<file path="src/rtl/uart_rx_os.sv">
// uart_rx_os: single-clock UART receiver, 16x oversampled.
//
// Frame: start(0), 5..8 data bits LSB first, optional parity, 1 or 2 stop bits.
// Ports:
//   clk, rst       system clock, synchronous active-high reset
//   baud_div       clk cycles per oversample tick (0 behaves as 1)
//   rx             asynchronous serial input, idles high
//   length         data bits per frame (5..8, anything else means 8)
//   parity_en      parity bit present after the data bits
//   parity_type    1: parity bit = XOR of data, 0: XNOR of data
//   stop2          two stop bits are checked
//   rx_data        received character, right-justified, upper bits 0
//   rx_valid       one-cycle pulse qualifying rx_data and error flags
//   parity_err     parity mismatch (0 when parity disabled)
//   frame_err      a stop bit sampled low
//   busy           receiver is not idle
module uart_rx_os #(
  parameter int SYNC_STAGES = 2,
  parameter int OS_RATE     = 16
) (
  input  logic        clk,
  input  logic        rst,
  input  logic [15:0] baud_div,
  input  logic        rx,
  input  logic [3:0]  length,
  input  logic        parity_en,
  input  logic        parity_type,
  input  logic        stop2,
  output logic [7:0]  rx_data,
  output logic        rx_valid,
  output logic        parity_err,
  output logic        frame_err,
  output logic        busy
);

  localparam int OS_W = $clog2(OS_RATE);
  localparam logic [OS_W-1:0] OS_MID  = OS_W'(OS_RATE / 2 - 1);
  localparam logic [OS_W-1:0] OS_LAST = OS_W'(OS_RATE - 1);

  typedef enum logic [2:0] {
    S_IDLE, S_START, S_DATA, S_PARITY, S_STOP1, S_STOP2, S_DONE, S_BREAK
  } state_t;

  state_t state_q, state_d;
  logic [SYNC_STAGES-1:0] sync_q, sync_d;
  logic [15:0]     div_cnt_q, div_cnt_d;
  logic [OS_W-1:0] os_cnt_q, os_cnt_d;
  logic [2:0]      bit_cnt_q, bit_cnt_d;
  logic [7:0]      shreg_q, shreg_d;
  logic            par_bad_q, par_bad_d;
  logic            frm_bad_q, frm_bad_d;
  // frame format shadows, frozen for the whole frame
  logic [3:0]      len_q, len_d;
  logic            par_en_q, par_en_d;
  logic            par_type_q, par_type_d;
  logic            stop2_q, stop2_d;
  logic [7:0]      rx_data_q, rx_data_d;
  logic            rx_valid_q, rx_valid_d;
  logic            parity_err_q, parity_err_d;
  logic            frame_err_q, frame_err_d;
  logic            busy_q, busy_d;

  logic        rx_s;
  logic [15:0] bd_m1;
  logic        tick, mid, last, bit_state, bit_last, exp_par;
  logic [3:0]  len_eff;
  logic [7:0]  mask;

  always_comb begin
    rx_s      = sync_q[SYNC_STAGES-1];
    bd_m1     = (baud_div == 16'd0) ? 16'd0 : baud_div - 16'd1;
    // >= rather than == so a lowered baud_div cannot strand the counter
    tick      = (div_cnt_q >= bd_m1);
    mid       = tick && (os_cnt_q == OS_MID);
    last      = tick && (os_cnt_q == OS_LAST);
    bit_state = (state_q == S_START) || (state_q == S_DATA) || (state_q == S_PARITY) ||
                (state_q == S_STOP1) || (state_q == S_STOP2);
    bit_last  = ({1'b0, bit_cnt_q} == (len_q - 4'd1));
    len_eff   = (length >= 4'd5 && length <= 4'd8) ? length : 4'd8;
    mask      = 8'hFF >> (4'd8 - len_q);
    // unreceived shreg bits are cleared at frame start, so a full reduction
    // covers exactly the len received bits
    exp_par   = par_type_q ? ^shreg_q : ~(^shreg_q);

    sync_d       = {sync_q[SYNC_STAGES-2:0], rx};
    state_d      = state_q;
    div_cnt_d    = tick ? 16'd0 : div_cnt_q + 16'd1;
    os_cnt_d     = (bit_state && tick) ? os_cnt_q + 1'b1 : os_cnt_q;
    bit_cnt_d    = bit_cnt_q;
    shreg_d      = shreg_q;
    par_bad_d    = par_bad_q;
    frm_bad_d    = frm_bad_q;
    len_d        = len_q;
    par_en_d     = par_en_q;
    par_type_d   = par_type_q;
    stop2_d      = stop2_q;
    rx_data_d    = rx_data_q;
    rx_valid_d   = 1'b0;
    parity_err_d = parity_err_q;
    frame_err_d  = frame_err_q;

    case (state_q)
      S_IDLE: begin
        if (!rx_s) begin
          state_d    = S_START;
          div_cnt_d  = 16'd0;   // phase-align ticks to the start edge
          os_cnt_d   = '0;
          bit_cnt_d  = 3'd0;
          shreg_d    = 8'h00;
          par_bad_d  = 1'b0;
          frm_bad_d  = 1'b0;
          len_d      = len_eff;
          par_en_d   = parity_en;
          par_type_d = parity_type;
          stop2_d    = stop2;
        end
      end
      S_START: begin
        if (mid && rx_s)  state_d = S_IDLE;   // glitch, not a real start bit
        else if (last) begin
          state_d   = S_DATA;
          bit_cnt_d = 3'd0;
        end
      end
      S_DATA: begin
        if (mid) shreg_d[bit_cnt_q] = rx_s;
        if (last) begin
          if (bit_last) state_d = par_en_q ? S_PARITY : S_STOP1;
          else          bit_cnt_d = bit_cnt_q + 3'd1;
        end
      end
      S_PARITY: begin
        if (mid)  par_bad_d = (rx_s != exp_par);
        if (last) state_d = S_STOP1;
      end
      S_STOP1: begin
        if (mid) begin
          if (!rx_s) frm_bad_d = 1'b1;
          // leave at mid-bit so a back-to-back start edge is seen from IDLE
          if (!stop2_q) state_d = S_DONE;
        end else if (last && stop2_q) begin
          state_d = S_STOP2;
        end
      end
      S_STOP2: begin
        if (mid) begin
          if (!rx_s) frm_bad_d = 1'b1;
          state_d = S_DONE;
        end
      end
      S_DONE:  state_d = frm_bad_q ? S_BREAK : S_IDLE;
      S_BREAK: if (rx_s) state_d = S_IDLE;   // held-low line must not retrigger
      default: state_d = S_IDLE;
    endcase

    // outputs are loaded on entry to DONE so the pulse coincides with it
    if (state_d == S_DONE) begin
      rx_valid_d   = 1'b1;
      rx_data_d    = shreg_q & mask;
      parity_err_d = par_en_q & par_bad_q;
      frame_err_d  = frm_bad_d;
    end
    busy_d = (state_d != S_IDLE);
  end

  always_ff @(posedge clk) begin
    if (rst) begin
      state_q      <= S_IDLE;
      sync_q       <= '1;
      div_cnt_q    <= 16'd0;
      os_cnt_q     <= '0;
      bit_cnt_q    <= 3'd0;
      shreg_q      <= 8'h00;
      par_bad_q    <= 1'b0;
      frm_bad_q    <= 1'b0;
      len_q        <= 4'd8;
      par_en_q     <= 1'b0;
      par_type_q   <= 1'b0;
      stop2_q      <= 1'b0;
      rx_data_q    <= 8'h00;
      rx_valid_q   <= 1'b0;
      parity_err_q <= 1'b0;
      frame_err_q  <= 1'b0;
      busy_q       <= 1'b0;
    end else begin
      state_q      <= state_d;
      sync_q       <= sync_d;
      div_cnt_q    <= div_cnt_d;
      os_cnt_q     <= os_cnt_d;
      bit_cnt_q    <= bit_cnt_d;
      shreg_q      <= shreg_d;
      par_bad_q    <= par_bad_d;
      frm_bad_q    <= frm_bad_d;
      len_q        <= len_d;
      par_en_q     <= par_en_d;
      par_type_q   <= par_type_d;
      stop2_q      <= stop2_d;
      rx_data_q    <= rx_data_d;
      rx_valid_q   <= rx_valid_d;
      parity_err_q <= parity_err_d;
      frame_err_q  <= frame_err_d;
      busy_q       <= busy_d;
    end
  end

  assign rx_data    = rx_data_q;
  assign rx_valid   = rx_valid_q;
  assign parity_err = parity_err_q;
  assign frame_err  = frame_err_q;
  assign busy       = busy_q;

endmodule

</file>
<file path="config.mk">
export PLATFORM = sky130hd
export DESIGN_NAME = uart_rx_os
export DESIGN_NICKNAME = d
export VERILOG_FILES = /design/src/rtl/uart_rx_os.sv
export SDC_FILE = /design/constraint.sdc
export NUM_CORES = 1
export LEC_CHECK = 0
export CAP_MARGIN = 20
export CORE_MARGIN = 8
export CORE_UTILIZATION = 40
export DETAILED_ROUTE_END_ITERATION = 10
export GPL_TIMING_DRIVEN = 1
export PLACE_DENSITY = 0.62
export SYNTH_ARGS = -nofsm -noshare
export SYNTH_HDL_FRONTEND = slang
export SYNTH_SLANG_ARGS = --single-unit
export TNS_END_PERCENT = 1
</file>
<file path="constraint.sdc">
create_clock -name clk -period 6.73 [get_ports clk]
set_clock_uncertainty 0.1 [all_clocks]
set_input_delay 1.6825 -clock clk [delete_from_list [all_inputs] [get_ports clk]]
set_output_delay 1.6825 -clock clk [all_outputs]
set_load 0.03 [all_outputs]
</file>
==> impl_metrics.yaml <==
outcome:
  outcome: "finished, final reports clean"
floorplan:
  initial_core_util_pct: 41.1
  io_pins: 38
  die_y_um: 110
  rows: 34
  core_area_um2: 8680
  dieArea_um2: 12200
  dieWidth_um: 110
final_layout:
  n_antenna_cell: 0
  post-route-util_pct: 48.5
  drive_gt1_share_pct: 7.19
  final_cell_mix: "dfxtp_1, nor2_1, nand2_1"
  area_growth_pct: 17.9
  stdcell_count: 581
  layout_commonest_cell: "dfxtp_1"
  nNetsFinal: 520
critical_path:
  end_kind: "flop"
  critPathMaxFanout: 16
  start_kind: "primary input"
  r2r_cells: 9
  critPathKind: "in -> reg"
  required_ps: 6830
  crit_chain: "clkdlybuf4s50_1 > or4_4 > or3_4 > nor4_4 > nand4_4 > and2_1 > ha_1 > nand2b_1 > a2111o_1 > a32oi_4 > a21oi_1 > o221ai_1 > a21boi_0 > o21ai_0"
  cp_slowest_stage_delay_ps: 560
  critPathSlowestCell: "or4_4"
  worst-endpoint-arrival_ps: 5790
clocking:
  cts_hold_buf: 0
  cts_tree: "done"
  cts_setup_buffers: 0
  worstSkewPairLatency_ps: 340
  clkTransAtPathRegs_ps: 70
  cts-root-buf: "clkbuf_8"
  clk_path_buf_depth: 2
  cts-buffers-inserted: 9
  ctsHtreeMaxLevel: 3
  post_cts_resized: 0
  clock_sinks: 57
grt:
  antenna_found_initial: 0
  grt_max_degree: 29
  grt_pass1_wl_um: 14900
  grt_pass1_vias: 3094
  gr-usage-all-layers_pct: 14.4
  grt-ovfl-total: 0
yosys:
  synthCells: 436
  seq_area_frac_synth_pct: 32.0
  syn_nets: 488
  synthArstFlopShare_pct: 0
  ys_types: 59
  avgSynthCellArea_um2: 8.19
  synth_seq_cells: 57
  synth_edf_count: 0
  ys_warn_count: 0
  netlist_area_um2: 3570
  synthFlopType: "dfxtp_1"
min_path:
  holdPathStages: 1
  hold_class: "reg -> reg"
route:
  routed_via_density: 5.36
  finalWirelength_um: 8560
  detail_route.iter0.violations: 241
  drc: 0
  final_antenna_net_count: 0
  vias: 3113
  wl_per_cell_um: 14.7
  dr.pass1.iters: 4
power_and_ir_drop:
  p_leak_nw: 1.63
  p_per_area_nw_per_um2: 184
  power.switching_mw: 0.193
  power_frac_seq_pct: 44.7
  power_frac_comb_pct: 9.1
  switching_share_pct: 24.9
  pwr-share-clk_pct: 46.2
  vdd_ir_drop_max_mv: 0.111
  intPower_mw: 0.582
placement:
  port_buffers: 37
  gp_congestion: 0.868
  dpl.hpwl_um: 6350
  dp_cells: 565
timing:
  slew_headroom_pct: 37.9
  drv_slew: 0
  finalCritPeriodShare_pct: 84.5
  min_period_ps: 5690
  tightestPinTransition_ps: 925
  rsz0062_at_grt: "false"
  hold_viol: 0
  tns_ps: 0
  setup_viol: 0
  max_freq_ghz: 0.176
flow_run:
  drv_cap: 0
## flip-flops by register name (all words and copies together), names as in the netlist
| name | count |
|---|---|
| bit_cnt_q | 3 |
| os_cnt_q | 4 |
| len_q | 4 |
| par_bad_q | 1 |
| stop2_q | 1 |
| div_cnt_q | 16 |
| state_q | 3 |
| rx_valid | 1 |
| parity_err | 1 |
| shreg_q | 8 |
| busy | 1 |
| par_en_q | 1 |
| frm_bad_q | 1 |
| frame_err | 1 |
| par_type_q | 1 |
| rx_data | 8 |
| sync_q | 2 |
## final timing paths
| path | start | endpoint | slack, ps |
|---|---|---|---|
| max | baud_div[7] | busy | 1040 |
| min | sync_q[0] | sync_q[1] | 310 |
| max reg2reg | div_cnt_q[0] | busy | 4050 |
| min reg2reg | sync_q[0] | sync_q[1] | 310 |
## metrics by stage
stage	total power, mW	setup slack, ps	hold slack (ps)	instance area [um2]
3_3_place_gp	0.423	784	291	3990
5_1_grt	0.807	837	328	4210
3_5_place_dp	0.424	693	293	3990
6_report	0.775	1040	310	4210
4_1_cts	0.782	1040	311	4210
2_1_floorplan	0.395	1600	289	3570
## power groups by stage
stage	Combinational (mW)	Sequential (mW)	Clock, mW
final	0.0704	0.346	0.358
after global routing	0.0785	0.347	0.382
after CTS	0.0710	0.346	0.365
after detailed placement	0.0702	0.354	0
after global placement	0.0690	0.354	0
after floorplan	0.0428	0.352	0
## final cells by class
type / count / area, um2
repair buffers: 38 / 378
clock buffers: 9 / 124
multi-input cells: 343 / 2270
fillers: 875 / 4470
clock inverters: 7 / 95.1
well taps: 108 / 135
flip-flops and latches: 57 / 1140
inverters: 19 / 71.3
## cells in the mapped netlist, types with 3 or more instances
cell | number | share of area, %
nand2_1 | 47 | 4.9
nor3_1 | 10 | 1.4
a21oi_1 | 30 | 4.2
buf_2 | 4 | 0.56
nand3_1 | 18 | 2.5
nor2_1 | 52 | 5.5
nand4_1 | 11 | 1.9
nand2b_1 | 6 | 1.1
buf_6 | 3 | 0.95
dfxtp_1 | 57 | 32
o21ai_0 | 29 | 4.1
o41ai_1 | 4 | 0.98
clkbuf_1 | 9 | 0.95
or2_2 | 3 | 0.53
inv_1 | 18 | 1.9
xor2_1 | 20 | 4.9
ha_1 | 26 | 9.1
xnor2_1 | 22 | 5.4
and2_1 | 3 | 0.53
o2111ai_1 | 3 | 0.74
mux2i_1 | 6 | 1.7
o31ai_1 | 3 | 0.63
a31oi_1 | 5 | 0.88
and3_1 | 6 | 1.1
## layer usage
| metal | GRT usage, % | share of wire, % |
|---|---|---|
| met4 | 7.39 | 2.5 |
| met3 | 2.87 | 4.8 |
| met1 | 17.4 | 47 |
| met5 | 0 | 0 |
| met2 | 23.5 | 46 |
## cells by family after synthesis
group,after synthesis,synth area share [%]
AOI/OAI and AO/OA,94,17.2
xor gates and xnor gates,43,11.0
adders and majority gates,26,9.11
buffers and inverters,36,4.55
DFF,57,32.0
muxes,7,2.00
and+or+nand+nor,173,24.2
## worst max-delay path, delay by kind of cell
kind	cells	cell delay, ps
simple gates	6	1820
compound gates	6	1540
buf+inv	1	470
fa+ha+maj	1	260
Power figures use the tool's default switching activity.
